===== src/rtl/cm_ord_tree.sv =====
// Pipelined min/max binary-tree reducer over N channels; returns winning value and channel index.
// Latency: REG_CNT cycles from accepted input to o_vld (REG_CNT=0 is purely combinational).
// Backpressure: each register stage holds its contents while stalled; o_rdy is the stage-0 accept.
//
// Ports:
//   i_clk, i_rst          clock, asynchronous active-high reset
//   i_vld / o_rdy         input vector handshake, i_data channel c at [c*W +: W]
//   o_vld / i_rdy         result handshake, o_data selected value, o_idx winning channel
//   i_mask / o_none       only when CM_ORD_TREE_MASK_EN is defined: per-channel participate
//                         mask, and a flag raised when no channel participated
//
// Tie-break: the left (even) node of every pair always covers lower channel indices, so on equal
// values the left node is kept; the lowest index therefore wins at every level.

package cm_pkg;
    typedef enum logic [1:0] {ORD_MIN, ORD_MAX, ORD_SORT} t_ord_type;
endpackage

module cm_ord_tree #(
    parameter int                N       = 8,
    parameter int                W       = 16,
    parameter cm_pkg::t_ord_type ORD     = cm_pkg::ORD_MIN,
    parameter bit                SIGNED  = 1'b0,
    parameter int                REG_CNT = 2,
    localparam int               LVL     = $clog2(N),
    localparam int               IW      = (N > 1) ? $clog2(N) : 1
) (
    input  logic            i_clk,
    input  logic            i_rst,
    input  logic            i_vld,
    output logic            o_rdy,
    input  logic [N*W-1:0]  i_data,
`ifdef CM_ORD_TREE_MASK_EN
    input  logic [N-1:0]    i_mask,
    output logic            o_none,
`endif
    output logic            o_vld,
    input  logic            i_rdy,
    output logic [W-1:0]    o_data,
    output logic [IW-1:0]   o_idx
);

    // Elaboration-time parameter checks
    if (ORD == cm_pkg::ORD_SORT) begin : g_bad_ord
        $error("cm_ord_tree: ORD_SORT is not supported by the reducer");
    end
    if (N < 1 || W < 1) begin : g_bad_size
        $error("cm_ord_tree: N and W must both be >= 1");
    end
    if (REG_CNT < 0 || REG_CNT > LVL) begin : g_bad_reg
        $error("cm_ord_tree: REG_CNT must lie in 0..$clog2(N)");
    end

    // Node value / index / participate flag at the input of each level (level LVL = root)
    logic [W-1:0]  nv    [LVL+1][N];
    logic [IW-1:0] ni    [LVL+1][N];
    logic          np    [LVL+1][N];
    // Handshake at each level boundary
    logic          vld_b [LVL+1];
    logic          rdy_b [LVL+1];

    // Returns 1 when the right node b strictly beats the left node a.
    // A non-participating node never beats a participating one; between two
    // non-participating nodes the left is kept so an all-masked tree ends at index 0.
    function automatic logic b_wins(input logic [W-1:0] a, input logic ap,
                                    input logic [W-1:0] b, input logic bp);
        logic lt;
        logic gt;
        if (ap != bp) begin
            return bp;
        end
        if (!ap) begin
            return 1'b0;
        end
        if (SIGNED) begin
            lt = $signed(b) < $signed(a);
            gt = $signed(b) > $signed(a);
        end else begin
            lt = b < a;
            gt = b > a;
        end
        return (ORD == cm_pkg::ORD_MAX) ? gt : lt;
    endfunction

    // Leaf level: masked channels enter with value 0 so an all-masked result reads back as 0
    for (genvar c = 0; c < N; c++) begin : g_in
`ifdef CM_ORD_TREE_MASK_EN
        assign np[0][c] = i_mask[c];
`else
        assign np[0][c] = 1'b1;
`endif
        assign nv[0][c] = np[0][c] ? i_data[c*W +: W] : '0;
        assign ni[0][c] = IW'(c);
    end

    assign vld_b[0]   = i_vld;
    assign rdy_b[LVL] = i_rdy;

    for (genvar l = 0; l < LVL; l++) begin : g_lvl
        localparam int CI     = (N + (1 << l) - 1) >> l;
        localparam int CO     = (N + (1 << (l + 1)) - 1) >> (l + 1);
        // Spread REG_CNT registers evenly over the LVL levels
        localparam bit REG_EN = (((l + 1) * REG_CNT) / LVL) > ((l * REG_CNT) / LVL);

        logic [W-1:0]  cv [N];
        logic [IW-1:0] ci [N];
        logic          cp [N];

        always_comb begin
            for (int k = 0; k < N; k++) begin
                cv[k] = '0;
                ci[k] = '0;
                cp[k] = 1'b0;
            end
            for (int k = 0; k < CO; k++) begin
                if (2*k + 1 < CI) begin
                    if (b_wins(nv[l][2*k], np[l][2*k], nv[l][2*k+1], np[l][2*k+1])) begin
                        cv[k] = nv[l][2*k+1];
                        ci[k] = ni[l][2*k+1];
                        cp[k] = np[l][2*k+1];
                    end else begin
                        cv[k] = nv[l][2*k];
                        ci[k] = ni[l][2*k];
                        cp[k] = np[l][2*k];
                    end
                end else begin
                    // Odd node out at this level passes straight through
                    cv[k] = nv[l][2*k];
                    ci[k] = ni[l][2*k];
                    cp[k] = np[l][2*k];
                end
            end
        end

        if (REG_EN) begin : g_reg
            logic          vld_q, vld_d;
            logic          acc;
            logic [W-1:0]  v_q [N];
            logic [W-1:0]  v_d [N];
            logic [IW-1:0] i_q [N];
            logic [IW-1:0] i_d [N];
            logic          p_q [N];
            logic          p_d [N];

            always_comb begin
                acc   = !vld_q || rdy_b[l+1];
                vld_d = acc ? vld_b[l] : vld_q;
                for (int k = 0; k < N; k++) begin
                    v_d[k] = v_q[k];
                    i_d[k] = i_q[k];
                    p_d[k] = p_q[k];
                    // Only capture real vectors so a drained stage keeps its last contents
                    if (acc && vld_b[l]) begin
                        v_d[k] = cv[k];
                        i_d[k] = ci[k];
                        p_d[k] = cp[k];
                    end
                end
            end

            always_ff @(posedge i_clk or posedge i_rst) begin
                if (i_rst) begin
                    vld_q <= 1'b0;
                    for (int k = 0; k < N; k++) begin
                        v_q[k] <= '0;
                        i_q[k] <= '0;
                        p_q[k] <= 1'b1;   // reads as "something participated" so o_none resets low
                    end
                end else begin
                    vld_q <= vld_d;
                    for (int k = 0; k < N; k++) begin
                        v_q[k] <= v_d[k];
                        i_q[k] <= i_d[k];
                        p_q[k] <= p_d[k];
                    end
                end
            end

            assign rdy_b[l]   = acc;
            assign vld_b[l+1] = vld_q;
            for (genvar k = 0; k < N; k++) begin : g_out
                assign nv[l+1][k] = v_q[k];
                assign ni[l+1][k] = i_q[k];
                assign np[l+1][k] = p_q[k];
            end
        end else begin : g_comb
            assign rdy_b[l]   = rdy_b[l+1];
            assign vld_b[l+1] = vld_b[l];
            for (genvar k = 0; k < N; k++) begin : g_out
                assign nv[l+1][k] = cv[k];
                assign ni[l+1][k] = ci[k];
                assign np[l+1][k] = cp[k];
            end
        end
    end

    assign o_rdy  = rdy_b[0];
    assign o_vld  = vld_b[LVL];
    assign o_data = nv[LVL][0];
    assign o_idx  = ni[LVL][0];
`ifdef CM_ORD_TREE_MASK_EN
    assign o_none = !np[LVL][0];
`endif

endmodule


===== config.mk =====
export PLATFORM = sky130hd
export DESIGN_NAME = cm_ord_tree
export DESIGN_NICKNAME = d
export VERILOG_FILES = /design/src/rtl/cm_ord_tree.sv
export SDC_FILE = /design/constraint.sdc
export NUM_CORES = 1
export LEC_CHECK = 0
export ABC_CLOCK_PERIOD_IN_PS = 2400
export CORE_MARGIN = 2
export CORE_UTILIZATION = 49
export DETAILED_ROUTE_END_ITERATION = 8
export GPL_ROUTABILITY_DRIVEN = 0
export PLACE_DENSITY = 0.81
export SKIP_CTS_REPAIR_TIMING = 1
export SLEW_MARGIN = 20
export SYNTH_ARGS = -nofsm -noshare
export SYNTH_HDL_FRONTEND = slang
export SYNTH_SLANG_ARGS = --single-unit

===== constraint.sdc =====
create_clock -name i_clk -period 2.4 [get_ports i_clk]
set_input_delay 0.48 -clock i_clk [delete_from_list [all_inputs] [get_ports i_clk]]
set_output_delay 0.48 -clock i_clk [all_outputs]
set_load 0.1 [all_outputs]

==> results.tsv, run 1 <==
metric	value	unit
avgSynthCellArea	8.883	um2
synth-edff-count	0	
core.rowCount	41	
grtUsageMet2	54.66	%
first_pass_iters	8	
grt_pass1_wl	33900	um
hold_path_class	reg2reg	
place_inst	1150	
max_freq	224.4	MHz
overflow	0	
power_switching	4.245	mW
design_area	10940	um2
synth.most_common_cell	inv_1	
fin_crit_sh	185.7	%
initialDrtViolationCount	575	
cts_made_buffers	9	
setup_violations	54	
worstPathArrival	4.67	ns
cp_common_cell	a21o_1	
power_leakage	5.481	nW
htreeDepth	3	
drive_gt1_share	44.05	%
p_sw_share	48.23	%
clockBufferDepth	2	
use_met1	33.54	%
synth_top_area_share	22.66	%
slowest_stage	clkdlybuf4s50_1	
grt_pass1_vias	7215	
antenna_cells	0	
pin_count	153	
cts_tree	done	
comb_power_share	65.7	%
power.clock.fraction	14.8	%
drt-total-wl	27990	um
fin_crit	4.457	ns
end_kind	register	
crit_type	in2reg	
ff2ff_setup_slack	-0.20	ns
setup_slack	-2.057	ns
pre_cts_slack	-2.487	ns
critical_path.startpoint_type	input port	
whs_path_depth	1	
synthDistinctLibCells	57	
hpwl	16720	um
maxCapViolations	0	
nFillCells	568	
nNetsFinal	1249	
area_growth_syn_to_layout	70.81	%
p_int	4.555	mW
vias_per_cell	6.288	
grt_use_total	29.50	%
slew_viol_final	0	
synth_top_area_cell	dfrtp_1	
yosysWarnings	0	
dr_total_vias	7477	
required	2.61	ns
synth_seq_cells	58	
worstPathMaxFanout	10	
core_area	12670	um2
portBuffers	152	
rr_worst_depth	9	
die_h	118.3	um
syn-cell-area	6405	um2
cts_root_buf	clkbuf_16	
path_clk_slew	0.06	ns
max_slew.worst_pin.slew	0.4296	ns
grt_max_degree	59	
hold_viol_final	0	
antenna_found_initial	0	
rsz0062_at_grt	yes	
async_flop_share	100.0	%
use_met3	3.909	%
ys_top_cells_by_area	dfrtp_1 (23%), ha_1 (21%), mux2_2 (7.7%), inv_1 (6.5%), mux2i_1 (5.2%)	
peakVddDrop	717.2	uV
placed_area	9399	um2
busiest_layer	met2	
fin_util	86.34	%
cts.sinks	58	
yosysSeqAreaShare	22.66	%
ys_top_cells_by_count	inv_1 (111), ha_1 (105), dfrtp_1 (58), a21oi_1 (44), mux2_2 (44)	
max_slew_margin	70.80	%
post_drt_wl_per_cell	23.54	um
cpPeakStageDelay	0.51	ns
synth_nets	958	
path_cells	clkdlybuf4s50_1 > inv_1 > ha_4 > nand4_1 > nor4_4 > a211oi_2 > buf_4 > nand2_8 > buf_6 > mux2_2 > ha_1 > a21o_1 > a21o_1 > a21oi_2 > nand2_1 > a21boi_4 > nor3_2 > o21ai_1 > or3b_1	
ys_dominant_reg_cell	dfrtp_1	
fin_skew	0.01294	ns
p_seq_share	19.5	%
power_density	804.4	nW/um2
start_util	50.55	%
dieArea	14000	um2
die_w	118.3	um
status	finished with violations	
violations	negative setup slack	
syn-instance-count	721	
fin_cells	1189	
antenna_left	0	
drc	0	
clk_latency	0.34	ns
[worst max-delay path: cells and delay by family]
| kind | cells | cell delay (ns) |
|---|---|---|
| simple gates | 6 | 1.16 |
| compound gates | 6 | 1.07 |
| fa+ha+maj | 2 | 0.61 |
| mux | 1 | 0.37 |
| buf+inv | 4 | 0.94 |
[cells by family after synthesis]
kind of cell	after synthesis	share of synthesized area, %
buffers and inverters	144	8.869
and+or+nand+nor	160	14.34
DFF	58	22.66
adders and majority gates	105	20.51
AOI/OAI and AO/OA	170	19.36
muxes	84	14.26
[layer usage]
| metal | vias up | part of all wire [%] |
|---|---|---|
| met4 | 0 | 8.6 |
| met3 | 194 | 6.8 |
| li1 | 3215 | - |
| met2 | 497 | 50 |
| met5 | - | 0 |
| met1 | 3571 | 34 |
[per-stage QoR]
step / power [mW] / TNS (ns) / hold slack [ns]
6_report: 8.800 / -66.70 / 0.4827
5_1_grt: 9.107 / -69.18 / 0.5032
4_1_cts: 7.677 / -71.76 / 0.4818
3_5_place_dp: 6.354 / -83.50 / 0.4666
3_3_place_gp: 6.156 / -78.88 / 0.4528
2_1_floorplan: 4.801 / -54.18 / 0.4346
[cell usage in the layout (no fill, tap or decap), types with 8 or more instances in the layout]
cell type        instances
nand3_1                 26
nand2b_1                10
o211ai_1                22
a21o_1                  15
nand4_1                 11
mux2i_1                 17
nor2_1                  28
clkbuf_16               11
inv_2                   23
o211ai_2                 9
mux2_2                  32
inv_1                   83
clkbuf_2                10
nand3_2                  9
o21ai_1                  8
dlymetal6s2s_1          68
a21oi_2                 14
ha_2                     8
or3_1                   13
clkdlybuf4s50_1         49
dfrtp_1                 57
mux2i_2                 11
nand2_1                 12
nand4b_1                15
a21oi_1                 30
ha_1                    60
mux2_4                  15
ha_4                    37
buf_4                  158
buf_6                   16
a22oi_2                 14
[power groups by stage]
stage,Combinational (mW),Sequential (mW),Clock (mW)
after floorplan,2.05,2.75,0
after global placement,4.52,1.64,0
after detailed placement,4.70,1.66,0
after CTS,4.75,1.65,1.28
after global routing,6.01,1.74,1.35
final,5.78,1.72,1.31
[final timing paths]
kind / startpoint / end
setup / recovery: i_data[46] / g_lvl[1].g_reg.i_q[21]
hold / removal: g_lvl[1].g_reg.vld_q / o_vld
setup reg to reg: g_lvl[1].g_reg.v_q[97] / o_data[13]
hold reg to reg: g_lvl[1].g_reg.vld_q / o_vld
max in group asynchronous: i_rst / g_lvl[1].g_reg.v_q[115]
min in group asynchronous: i_rst / g_lvl[1].g_reg.v_q[123]
[state kept, by name (all words and copies together), names as in the netlist]
name / flops
g_lvl.g_reg.i_q: 5
g_lvl.g_reg.v_q: 32
o_idx: 3
g_lvl.g_reg.vld_q: 1
o_vld: 1
o_data: 16
[cell type report]
class	count	area (um2)	area share [%]
Multi-Input combinational cell	519	5559	50.81
Inverter	111	441.7	4.037
Clock inverter	2	35.03	0.3202
Timing Repair Buffer	313	2973	27.17
Clock buffer	14	264.0	2.413
Tap cell	172	215.2	1.967
Sequential cell	58	1453	13.28
(Power assumes the default switching activity.)
==> run 2: changes to the inputs <==
- CORE_UTILIZATION: 49 -> 40
- PLACE_DENSITY: 0.81 -> 0.78
==> results.tsv, run 2 (same netlist as run 1, synthesis figures left out) <==
metric	value	unit	change
end_kind	register		
power	9.044	mW	+2.8%
overflow	0		unchanged
fin_crit	4.377	ns	-0.07991 ns
setup_slack	-1.977	ns	+0.07991 ns
power_leakage	5.760	nW	+5.1%
maxCapViolations	0		unchanged
fin_cells	1257		+5.7%
top_register	g_lvl.g_reg.v_q		
hpwl	16110	um	-3.6%
portBuffers	152		unchanged
final_common_cell	buf_4		
worstPathArrival	4.57	ns	-0.10 ns
die_w	130.5	um	+10%
endpoint	g_lvl[1].g_reg.v_q[120]		
grt_max_degree	30		-49%
largest_reg_flops	32		unchanged
mostFrequentLayoutCells	buf_4 (178), dlymetal6s2s_1 (82), inv_1 (81), ha_1 (59), dfrtp_1 (56)		
peakVddDrop	1179	uV	+64%
dr_total_vias	7155		-4.3%
core_area	15770	um2	+24%
grt_pass1_vias	6642		-7.9%
first_pass_iters	7		-1
cts_tree	done		
rr_worst_depth	10		+1
cts.sinks	58		unchanged
grt_pass1_wl	31260	um	-7.8%
antenna_left	0		unchanged
cpLargestDelayFamily	compound AO/OA/AOI/OAI gates		
drc	0		unchanged
power_density	797.0	nW/um2	-0.92%
required	2.59	ns	-0.02 ns
status	finished with violations		
hold_path_class	in2async		
antenna_cells	0		unchanged
antenna_found_initial	0		unchanged
cpPeakStageDelay	0.52	ns	about the same
htreeDepth	3		unchanged
violations	negative setup slack		
grt_use_total	22.89	%	-6.6 points
post_drt_wl_per_cell	20.13	um	-14%
cts_made_buffers	9		unchanged
r2r_end	o_data[6]		
worstPathMaxFanout	7		-3
initialDrtViolationCount	473		-18%
area_growth_syn_to_layout	77.16	%	
max_slew_margin	71.05	%	+0.25 points
setup_violations	43		-20%
clk_latency	0.33	ns	about the same
slowest_stage	clkdlybuf4s50_1		
slew_viol_final	0		unchanged
path_clk_slew	0.05	ns	about the same
drive_gt1_share	46.88	%	+2.8 points
crit_cells	20		+1
max_slew.worst_pin.slew	0.4296	ns	+0.00003839 ns
clockBufferDepth	2		unchanged
nFillCells	1002		+76%
path_cells	clkdlybuf4s50_1 > inv_1 > ha_1 > o21ai_0 > o21ai_1 > o41ai_2 > o21ai_4 > buf_4 > mux2_2 > inv_1 > ha_1 > a21oi_1 > nor2_2 > a2111oi_4 > o21ba_4 > buf_6 > o2111ai_4 > buf_6 > o211ai_1 > nand3_1		
start_util	40.61	%	-9.9 points
ff2ff_setup_slack	-0.04	ns	+0.16 ns
nNetsFinal	1273		+1.9%
rsz0062_at_grt	yes		
fin_skew	0.008322	ns	-0.004614 ns
core.rowCount	46		+12%
critical_path.startpoint_type	input port		
critPathLaunch	i_data[3]		
max_freq	228.5	MHz	+1.8%
vias_per_cell	5.692		-9.5%
path_buf_inv	6		+2
crit_type	in2reg		
place_inst	1209		+5.1%
pin_count	153		unchanged
fin_crit_sh	182.4	%	-3.3 points
die_h	130.5	um	+10%
worst_r2r_startpoint	g_lvl[1].g_reg.v_q[100]		
cts_root_buf	clkbuf_16		
drt-total-wl	25310	um	-9.6%
hold_viol_final	0		unchanged
dieArea	17040	um2	+22%
## run 2: where the power goes
part / leakage, nW / switching, mW / total (mW) / internal (mW)
Combinational: 4.91 / 3.39 / 5.95 / 2.56
Clock: 0.165 / 0.452 / 1.44 / 0.991
Sequential: 0.680 / 0.313 / 1.66 / 1.34
## run 2: worst reg2reg max path, delay by kind of cell, from the launching register on
kind                     cells  cell delay [ns]
AO/OA/AOI/OAI                5             0.98
buffers and inverters        2             0.35
adder cells (fa/ha/maj)      1             0.30
AND/OR/NAND/NOR              1             0.14
multiplexers                 1             0.15
flip-flops                   1             0.40
## run 2: through the flow
stage	cell area (um2)	utilization, %	setup TNS, ns	worst slack [ns]	hold WS, ns
after floorplan	6852	-	-54.18	-1.785	0.4346
after global placement	9567	60.66	-83.68	-2.423	0.4510
after detailed placement	9567	60.66	-87.19	-2.533	0.4644
after global routing	11350	71.95	-69.27	-2.043	0.4956
after CTS	9906	62.81	-75.25	-2.201	0.4774
final	11350	71.95	-63.46	-1.977	0.4619
## run 2: worst min-delay path by stage
stage,to,start,slack (ns),cells after the start
after CTS,g_lvl[1].g_reg.i_q[19],g_lvl[1].g_reg.i_q[19],0.48,2
after floorplan,g_lvl[1].g_reg.i_q[20],g_lvl[1].g_reg.i_q[20],0.43,1
final,g_lvl[1].g_reg.v_q[124],i_rst,0.46,2
after detailed placement,g_lvl[1].g_reg.i_q[19],g_lvl[1].g_reg.i_q[19],0.46,2
after global placement,g_lvl[1].g_reg.i_q[20],g_lvl[1].g_reg.i_q[20],0.45,1
after global routing,g_lvl[1].g_reg.v_q[124],i_rst,0.50,2
## run 2: final cells by class
| cell class | instances | area (um2) | share of cell area, % |
|---|---|---|---|
| Multi-Input combinational cell | 519 | 5632 | 49.63 |
| Timing Repair Buffer | 337 | 3213 | 28.32 |
| Sequential cell | 58 | 1454 | 12.81 |
| Inverter | 111 | 439.2 | 3.870 |
| Tap cell | 216 | 270.3 | 2.382 |
| Clock buffer | 12 | 266.5 | 2.349 |
| Clock inverter | 4 | 72.57 | 0.6395 |
## run 2: metal layers
metal	track usage (%)	vias up	wire length, um
met5	0	-	0
met4	4.005	0	945
met3	3.664	93	1480
met2	42.13	353	13060
met1	28.54	3441	9823
li1	-	3268	-
